--- src/rtl/div_share_arbiter.sv ---
`default_nettype none
// ============================================================================
//  Module   : div_share_arbiter
//  Purpose  : Responder side of the shared-divider interface. Two client
//             blocks present a set of dividend lanes plus one common divisor;
//             a round-robin arbiter picks one request per enabled cycle,
//             registers its operands into a pipelined array divider, and
//             tracks it with a tag pipeline. When the tag reaches the tail,
//             the divider result is captured into the owning client's output
//             register and flagged valid for exactly one enabled cycle.
//  Revision : 1.0 - initial release
// ----------------------------------------------------------------------------
//  Ports
//    clk            in   1            single clock
//    rst            in   1            asynchronous active-high reset
//    en             in   1            global enable; all state holds when low
//    cN_req         in   1            client N request (held until granted)
//    cN_dividends   in   LANES*WIDTH  client N dividend lanes
//    cN_divisor     in   WIDTH        client N common divisor
//    cN_gnt         out  1            client N accepted this cycle (comb.)
//    cN_valid       out  1            client N result valid this cycle
//    cN_quotients   out  LANES*WIDTH  client N quotient lanes
//    cN_dbz         out  1            client N result came from zero divisor
//    div_en         out  1            divider enable (equals en)
//    div_dividends  out  LANES*WIDTH  registered dividends to the divider
//    div_divisor    out  WIDTH        registered divisor to the divider
//    div_quotients  in   LANES*WIDTH  divider results, DIV_LAT enabled cycles
//                                     after div_dividends/div_divisor
// ============================================================================
module div_share_arbiter #(
   parameter int WIDTH   = 27,
   parameter int LANES   = 6,
   parameter int DIV_LAT = 27
) (
   input  logic                     clk,
   input  logic                     rst,
   input  logic                     en,
   // client 0
   input  logic                     c0_req,
   input  logic [LANES*WIDTH-1:0]   c0_dividends,
   input  logic [WIDTH-1:0]         c0_divisor,
   output logic                     c0_gnt,
   output logic                     c0_valid,
   output logic [LANES*WIDTH-1:0]   c0_quotients,
   output logic                     c0_dbz,
   // client 1
   input  logic                     c1_req,
   input  logic [LANES*WIDTH-1:0]   c1_dividends,
   input  logic [WIDTH-1:0]         c1_divisor,
   output logic                     c1_gnt,
   output logic                     c1_valid,
   output logic [LANES*WIDTH-1:0]   c1_quotients,
   output logic                     c1_dbz,
   // divider
   output logic                     div_en,
   output logic [LANES*WIDTH-1:0]   div_dividends,
   output logic [WIDTH-1:0]         div_divisor,
   input  logic [LANES*WIDTH-1:0]   div_quotients
);

   localparam int VEC_W     = LANES * WIDTH;
   // One extra stage because the operand register sits in front of the divider.
   localparam int TAG_DEPTH = DIV_LAT + 1;

   localparam logic [WIDTH-1:0] c_DIV_ONE = WIDTH'(1);

   // ------------------------------------------------------------------------
   // State
   // ------------------------------------------------------------------------
   logic                  ptr_q, ptr_d;               // 0: client 0 has priority
   logic [VEC_W-1:0]      div_dividends_q, div_dividends_d;
   logic [WIDTH-1:0]      div_divisor_q, div_divisor_d;

   logic [TAG_DEPTH-1:0]  tag_vld_q, tag_vld_d;
   logic [TAG_DEPTH-1:0]  tag_id_q,  tag_id_d;
   logic [TAG_DEPTH-1:0]  tag_dbz_q, tag_dbz_d;

   logic                  c0_vld_q, c0_vld_d;
   logic                  c1_vld_q, c1_vld_d;
   logic [VEC_W-1:0]      c0_quot_q, c0_quot_d;
   logic [VEC_W-1:0]      c1_quot_q, c1_quot_d;
   logic                  c0_dbz_q, c0_dbz_d;
   logic                  c1_dbz_q, c1_dbz_d;

   // ------------------------------------------------------------------------
   // Arbitration
   // ------------------------------------------------------------------------
   logic                  w_gnt0;
   logic                  w_gnt1;
   logic                  w_any_gnt;
   logic [VEC_W-1:0]      w_win_dividends;
   logic [WIDTH-1:0]      w_win_divisor;
   logic                  w_win_zero;

   // A lone requester always wins; under contention the pointer decides.
   assign w_gnt0    = en & c0_req & (~c1_req | ~ptr_q);
   assign w_gnt1    = en & c1_req & (~c0_req |  ptr_q);
   assign w_any_gnt = w_gnt0 | w_gnt1;

   assign w_win_dividends = w_gnt1 ? c1_dividends : c0_dividends;
   assign w_win_divisor   = w_gnt1 ? c1_divisor   : c0_divisor;
   assign w_win_zero      = (w_win_divisor == '0);

   // ------------------------------------------------------------------------
   // Tag pipeline push value and shift
   // ------------------------------------------------------------------------
   logic w_push_vld;
   logic w_push_id;
   logic w_push_dbz;

   assign w_push_vld = w_any_gnt;
   assign w_push_id  = w_gnt1;
   assign w_push_dbz = w_any_gnt & w_win_zero;

   generate
      if (TAG_DEPTH > 1) begin : g_tag_shift
         assign tag_vld_d = {tag_vld_q[TAG_DEPTH-2:0], w_push_vld};
         assign tag_id_d  = {tag_id_q[TAG_DEPTH-2:0],  w_push_id};
         assign tag_dbz_d = {tag_dbz_q[TAG_DEPTH-2:0], w_push_dbz};
      end else begin : g_tag_single
         assign tag_vld_d = w_push_vld;
         assign tag_id_d  = w_push_id;
         assign tag_dbz_d = w_push_dbz;
      end
   endgenerate

   // ------------------------------------------------------------------------
   // Next-state logic
   // ------------------------------------------------------------------------
   logic             w_tail_vld;
   logic             w_tail_id;
   logic             w_tail_dbz;
   logic [VEC_W-1:0] w_tail_quot;

   assign w_tail_vld  = tag_vld_q[TAG_DEPTH-1];
   assign w_tail_id   = tag_id_q[TAG_DEPTH-1];
   assign w_tail_dbz  = tag_dbz_q[TAG_DEPTH-1];
   // The divider actually saw a divisor of 1, so its result is meaningless.
   assign w_tail_quot = w_tail_dbz ? '0 : div_quotients;

   always_comb begin
      // Pointer moves to whichever client was not served.
      ptr_d = w_any_gnt ? w_gnt0 : ptr_q;

      // Idle cycles feed a harmless 0/1 so the divider never sees a zero.
      div_dividends_d = w_any_gnt ? w_win_dividends : '0;
      div_divisor_d   = (w_any_gnt && !w_win_zero) ? w_win_divisor : c_DIV_ONE;

      c0_vld_d  = w_tail_vld & ~w_tail_id;
      c1_vld_d  = w_tail_vld &  w_tail_id;
      c0_quot_d = c0_vld_d ? w_tail_quot : c0_quot_q;
      c1_quot_d = c1_vld_d ? w_tail_quot : c1_quot_q;
      c0_dbz_d  = c0_vld_d ? w_tail_dbz  : c0_dbz_q;
      c1_dbz_d  = c1_vld_d ? w_tail_dbz  : c1_dbz_q;
   end

   // ------------------------------------------------------------------------
   // Registers: everything advances only on enabled cycles
   // ------------------------------------------------------------------------
   always_ff @(posedge clk or posedge rst) begin
      if (rst) begin
         ptr_q           <= 1'b0;
         div_dividends_q <= '0;
         div_divisor_q   <= c_DIV_ONE;
         tag_vld_q       <= '0;
         tag_id_q        <= '0;
         tag_dbz_q       <= '0;
         c0_vld_q        <= 1'b0;
         c1_vld_q        <= 1'b0;
         c0_quot_q       <= '0;
         c1_quot_q       <= '0;
         c0_dbz_q        <= 1'b0;
         c1_dbz_q        <= 1'b0;
      end else if (en) begin
         ptr_q           <= ptr_d;
         div_dividends_q <= div_dividends_d;
         div_divisor_q   <= div_divisor_d;
         tag_vld_q       <= tag_vld_d;
         tag_id_q        <= tag_id_d;
         tag_dbz_q       <= tag_dbz_d;
         c0_vld_q        <= c0_vld_d;
         c1_vld_q        <= c1_vld_d;
         c0_quot_q       <= c0_quot_d;
         c1_quot_q       <= c1_quot_d;
         c0_dbz_q        <= c0_dbz_d;
         c1_dbz_q        <= c1_dbz_d;
      end
   end

   // ------------------------------------------------------------------------
   // Outputs
   // ------------------------------------------------------------------------
   assign c0_gnt        = w_gnt0;
   assign c1_gnt        = w_gnt1;
   // Valid is held through stalls but only presented on an enabled cycle.
   assign c0_valid      = c0_vld_q & en;
   assign c1_valid      = c1_vld_q & en;
   assign c0_quotients  = c0_quot_q;
   assign c1_quotients  = c1_quot_q;
   assign c0_dbz        = c0_dbz_q;
   assign c1_dbz        = c1_dbz_q;
   assign div_en        = en;
   assign div_dividends = div_dividends_q;
   assign div_divisor   = div_divisor_q;

endmodule

`default_nettype wire

--- config.mk ---
export PLATFORM = sky130hd
export DESIGN_NAME = div_share_arbiter
export DESIGN_NICKNAME = d
export VERILOG_FILES = /design/src/rtl/div_share_arbiter.sv
export SDC_FILE = /design/constraint.sdc
export NUM_CORES = 1
export LEC_CHECK = 0
export CORE_AREA = 2 2 414 416
export CTS_CLUSTER_DIAMETER = 120
export DETAILED_ROUTE_END_ITERATION = 10
export DIE_AREA = 0 0 416 418
export GPL_TIMING_DRIVEN = 0
export PLACE_DENSITY_LB_ADDON = 0.2
export SYNTH_ARGS = -nofsm -noshare
export SYNTH_HDL_FRONTEND = slang
export SYNTH_SLANG_ARGS = --single-unit
--- constraint.sdc ---
create_clock -name clk -period 39.7 [get_ports clk]
set_input_delay 7.94 -clock clk [delete_from_list [all_inputs] [get_ports clk]]
set_output_delay 7.94 -clock clk [all_outputs]
set_load 0.05 [all_outputs]
* Yosys cells after proc, flatten, opt, wreduce, memory -nomap -nowiden *
Cells that the tools add are included.
Widths: inputs -> output; s select.

operators by class
  mux-type cells = 5
  bitwise gates (word level) = 16
  reductions and logical operators = 6

operator list
  kind               number
  $mux 162           3
  $mux 27            2
  $logic_not 27->1   1
  $and 1x1->1        9
  $reduce_and 2->1   3
  $not 1->1          4
  $or 1x1->1         3
  $logic_and 1x1->1  1
  $logic_not 1->1    1

storage, ports and cells
  output and inout bits = 520
  flip-flop bits (word level) = 602
  input port bits = 545
  word-level logic and storage cells = 39

* Longest topological paths before layout *
  word-level depth = 8
  mapped depth = 7
  depth with buffers taken out = 6

* Least setup slack after synthesis *
Ideal clock, no wire load.

  path type = in2out
  from = in en
  to = out c0_gnt
  slack = 22.637 ns
  data required time = 31.760 ns
  path buffers = 2
  arrival time = 9.123 ns
  stages = 4
  path through = buf_2 > buf_2 > nand2_1 > a21oi_1

on the way
  longest elaborated chain between the ends = 2

RTL lines
  item                      line  text
  from (decl)               37    input logic en,
  $and 1x1->1 (2 in a row)  96    assign w_gnt0 = en & c0_req & (~c1_req | ~ptr_q);
  to (decl)                 42    output logic c0_gnt,

No other way between the ends.

* Worst setup path in the final report *
  from = in en
  to = out c0_valid

on the way
  longest elaborated chain between the ends = 1

RTL lines
  item         line  text
  $and 1x1->1  196   assign c0_valid = c0_vld_q & en;
  to (decl)    43    output logic c0_valid,

No other way between the ends.

==> metrics.md <==
| Metric | Value |
|---|---|
| Status | complete, no violations |
| Non-Filler Cell Area, Final | 41,100 um2 |
| Initial antenna violation count | 17 |
| Final Cycle Share | 0.477 |
| Post-CTS Hold Buffers | 0 |
| DR WL/cell | 26.1 um |
| RSZ-0062 raised after global routing | no |
| Crit path DAT | 11.01 ns |
| Critical path type | primary input to output pin |
| # DRC | 0 |
| DRT iter0 DRCs | 1,277 |
| Critical Path Fanout Max | 10 |
| Max Slew Vio Count | 0 |
| GR met1 Demand/Resource | 0.203 |
| Setup TNS | 0 ns |
| Syn Inst Count | 2,268 |
| Met2 usage in global routing | 0.284 |
| I/O pin total | 1,065 |
| CP delay by family, top | buffers and inverters |
| Layout cell share with drive strength beyond 1 | 0.0883 |
| Max clock buf depth | 3 |
| # setup viols final | 0 |
| Die width | 416 um |
| Crit path cell chain | clkdlybuf4s50_1 -> buf_2 -> buf_2 -> clkbuf_1 -> and2_1 -> clkdlybuf4s50_1 |
| Multi-input logic area | 8080 um2 |
| Post-synthesis sequential area ratio | 0.611 |
| Max Cap Viol | 0 |
| Rows | 151 |
| Reg clk slew, reported paths | 0.05 ns |
| IO Port Bufs | 1,064 |
| Worst R2R Setup Slack | 37.00 ns |
| Num CTS Buffers | 81 |
| Clock Latency Late Sink | 0.69 ns |
| Mapped cell area | 24,600 um2 |
| Layout Skew | 0.0393 ns |
| Final wirelength | 149,000 um |
| Area growth syn-to-layout | 66.8% |
| GR Util met3 | 0.0590 |
| Final hold violation count | 0 |
| Syn_nets | 2,813 |
| CTS-repair resized insts | 0 |
| Startpoint types | primary input |
| Global route hottest layer | met2 |
| Synthesis Warnings | 0 |
| # fillers | 18,200 |
| CTS Root Cell | clkbuf_16 |
| Postcts setup bufs | 0 |
| Clk sinks | 602 |
| Fin crit period | 18.95 ns |
| Min-Delay Path Class | register to register |
| Die height | 418 um |
| Slew @ Worst Pin | 1.25 ns |
| Setup WS pre-CTS | 20.70 ns |
| Leak | 18.2 nW |
| Congestion Overflow GR | 0 |
| Vias | 21,700 |
| Crit path buf inv count | 5 |
| Setup crit end kind | output pin |
| Syn Area/Cell | 10.9 um2 |
| Nets@finish | 3,966 |
| Biggest cell delay along the critical path | 0.88 ns |
| Post-synth cell types | 27 |
| Final WS setup | 20.75 ns |
| Worst Path Required | 31.76 ns |
| Core area | 169,000 um2 |
| First-pass GRT wire length | 201,000 um |
| Gpl congestion | 0.941 |
| Design Power | 2.66 mW |
| Slew margin rel. | 0.143 |
| Via/cell ratio | 3.81 |
| Crit path max-delay cell type | clkdlybuf4s50_1 |
| Largest net degree at the start of global routing | 117 |
| Die area | 174,000 um2 |
| Post-DP HPWL | 122,000 um |
| All-Layer GR Usage | 0.168 |
| H-tree levels | 3 |
| Post-DRT Antenna Nets | 0 |
| Worst IR Drop VDD | 0.0304 mV |
| Fmax | 52.8 MHz |
| Placement Cell Area | 38,200 um2 |
| First-pass iteration count of the detailed router | 8 |
| Storage element area | 15,100 um2 |
| Cell Pwr Density | 64.7 nW/um2 |
| Vias in the first global route | 22,900 |
| Synthesized flop and latch total | 602 |
| CTS tree | done |
| Initial Util | 0.146 |
cell type report:
| type | instances | area share |
|---|---|---|
| clock inverter | 40 | 0.0139 |
| multi-input combinational | 1306 | 0.197 |
| buffer | 164 | 0.0186 |
| antenna | 5 | 0.000304 |
| inverter | 196 | 0.0181 |
| tap | 2218 | 0.0675 |
| sequential | 602 | 0.367 |
| timing repair buffer | 1070 | 0.263 |
| clock buffer | 110 | 0.0556 |
cells in the final DEF, fill, tap and decap left out, types with 19 or more instances in the layout:
cell,Yosys,routed
clkdlybuf4s50_1,0,1064
o21ai_0,329,329
nand2_1,326,326
mux2_2,83,83
mux2i_1,188,187
o22ai_1,189,189
clkbuf_1,75,89
dfrtp_1,601,601
inv_1,195,194
nand2b_1,162,162
buf_4,20,20
clkinv_2,0,19
clkbuf_16,0,81
buf_2,58,58
routing by layer:
layer  vias to the layer above  share of wire  routed length (um)
met5                         -       0.000047                   7
met4                         2          0.015                2220
met3                       111          0.085               12600
met2                       634           0.49               73500
met1                     11000           0.41               60900
li1                       9961              -                   -
worst register-to-register path: stages, from the launching register on:
cell      delay, ns
dfrtp_1        0.40
o211ai_2       0.18
buf_2          0.34
buf_4          0.39
mux2i_1        1.06
o22ai_1        0.14
synth_stat cells:
master | n | area (um2)
a21oi_1 | 2 | 10.0
o21ai_0 | 329 | 1650
dfstp_2 | 1 | 26.3
and2_1 | 3 | 18.8
mux2_2 | 83 | 935
inv_1 | 195 | 732
or3_1 | 1 | 6.26
nand2b_1 | 162 | 1010
a41oi_1 | 1 | 8.76
clkbuf_1 | 75 | 282
nor2_1 | 1 | 3.75
mux2i_1 | 188 | 1880
a211oi_1 | 1 | 7.51
o22ai_1 | 189 | 1180
inv_2 | 1 | 3.75
buf_1 | 11 | 41.3
nand3b_1 | 1 | 7.51
buf_4 | 20 | 150
nand4_1 | 1 | 6.26
nand3_1 | 1 | 5.00
dfrtp_1 | 601 | 15000
nor4_1 | 14 | 87.6
and4_1 | 1 | 8.76
o211ai_2 | 1 | 12.5
buf_2 | 58 | 290
a21o_1 | 1 | 7.51
nand2_1 | 326 | 1220
logic make-up (layout without fill, tap and decap cells):
kind of cell | Yosys count | in the layout | share of synthesized area
DFF | 602 | 602 | 0.611
other | 0 | 5 | 0
buffers and inverters | 360 | 1580 | 0.0608
muxes | 271 | 271 | 0.114
and+or+nand+nor | 511 | 511 | 0.0966
AOI/OAI and AO/OA | 524 | 524 | 0.117
where the power goes:
group          total [mW]  internal [mW]  switching, mW  leakage, nW
Clock               0.793          0.479          0.314         1.41
Combinational        1.03          0.327          0.705         8.83
Sequential          0.833          0.751         0.0814         7.98
path summary, 6_finish.rpt:
| check | start | to | cells after the start |
|---|---|---|---|
| max | en | c0_valid | 6 |
| min | c1_quotients[134] | c1_quotients[134] | 2 |
| max reg2reg | ptr_q | div_dividends[85] | 5 |
| min reg2reg | c1_quotients[134] | c1_quotients[134] | 2 |
| max in group asynchronous | rst | tag_id_q[26] | 5 |
| min in group asynchronous | rst | c1_quotients[60] | 2 |
per-stage QoR:
step | util | hold WS, ns | cells
floorplan | - | 0.475 | 2268
global placement | 0.225 | 0.461 | 5550
detailed placement | 0.226 | 0.469 | 5556
CTS | 0.243 | 0.481 | 5706
global route | 0.243 | 0.502 | 5710
finish | 0.243 | 0.474 | 5711
sequential cells by signal, indices dropped and copies added (netlist names):
name	cells
c1_dbz	1
c1_vld_q	1
tag_vld_q	28
ptr_q	1
c0_quotients	162
tag_id_q	28
c1_quotients	162
div_dividends	162
tag_dbz_q	28
c0_dbz	1
div_divisor	27
c0_vld_q	1
Note: power is estimated with default switching activity, not from simulation.
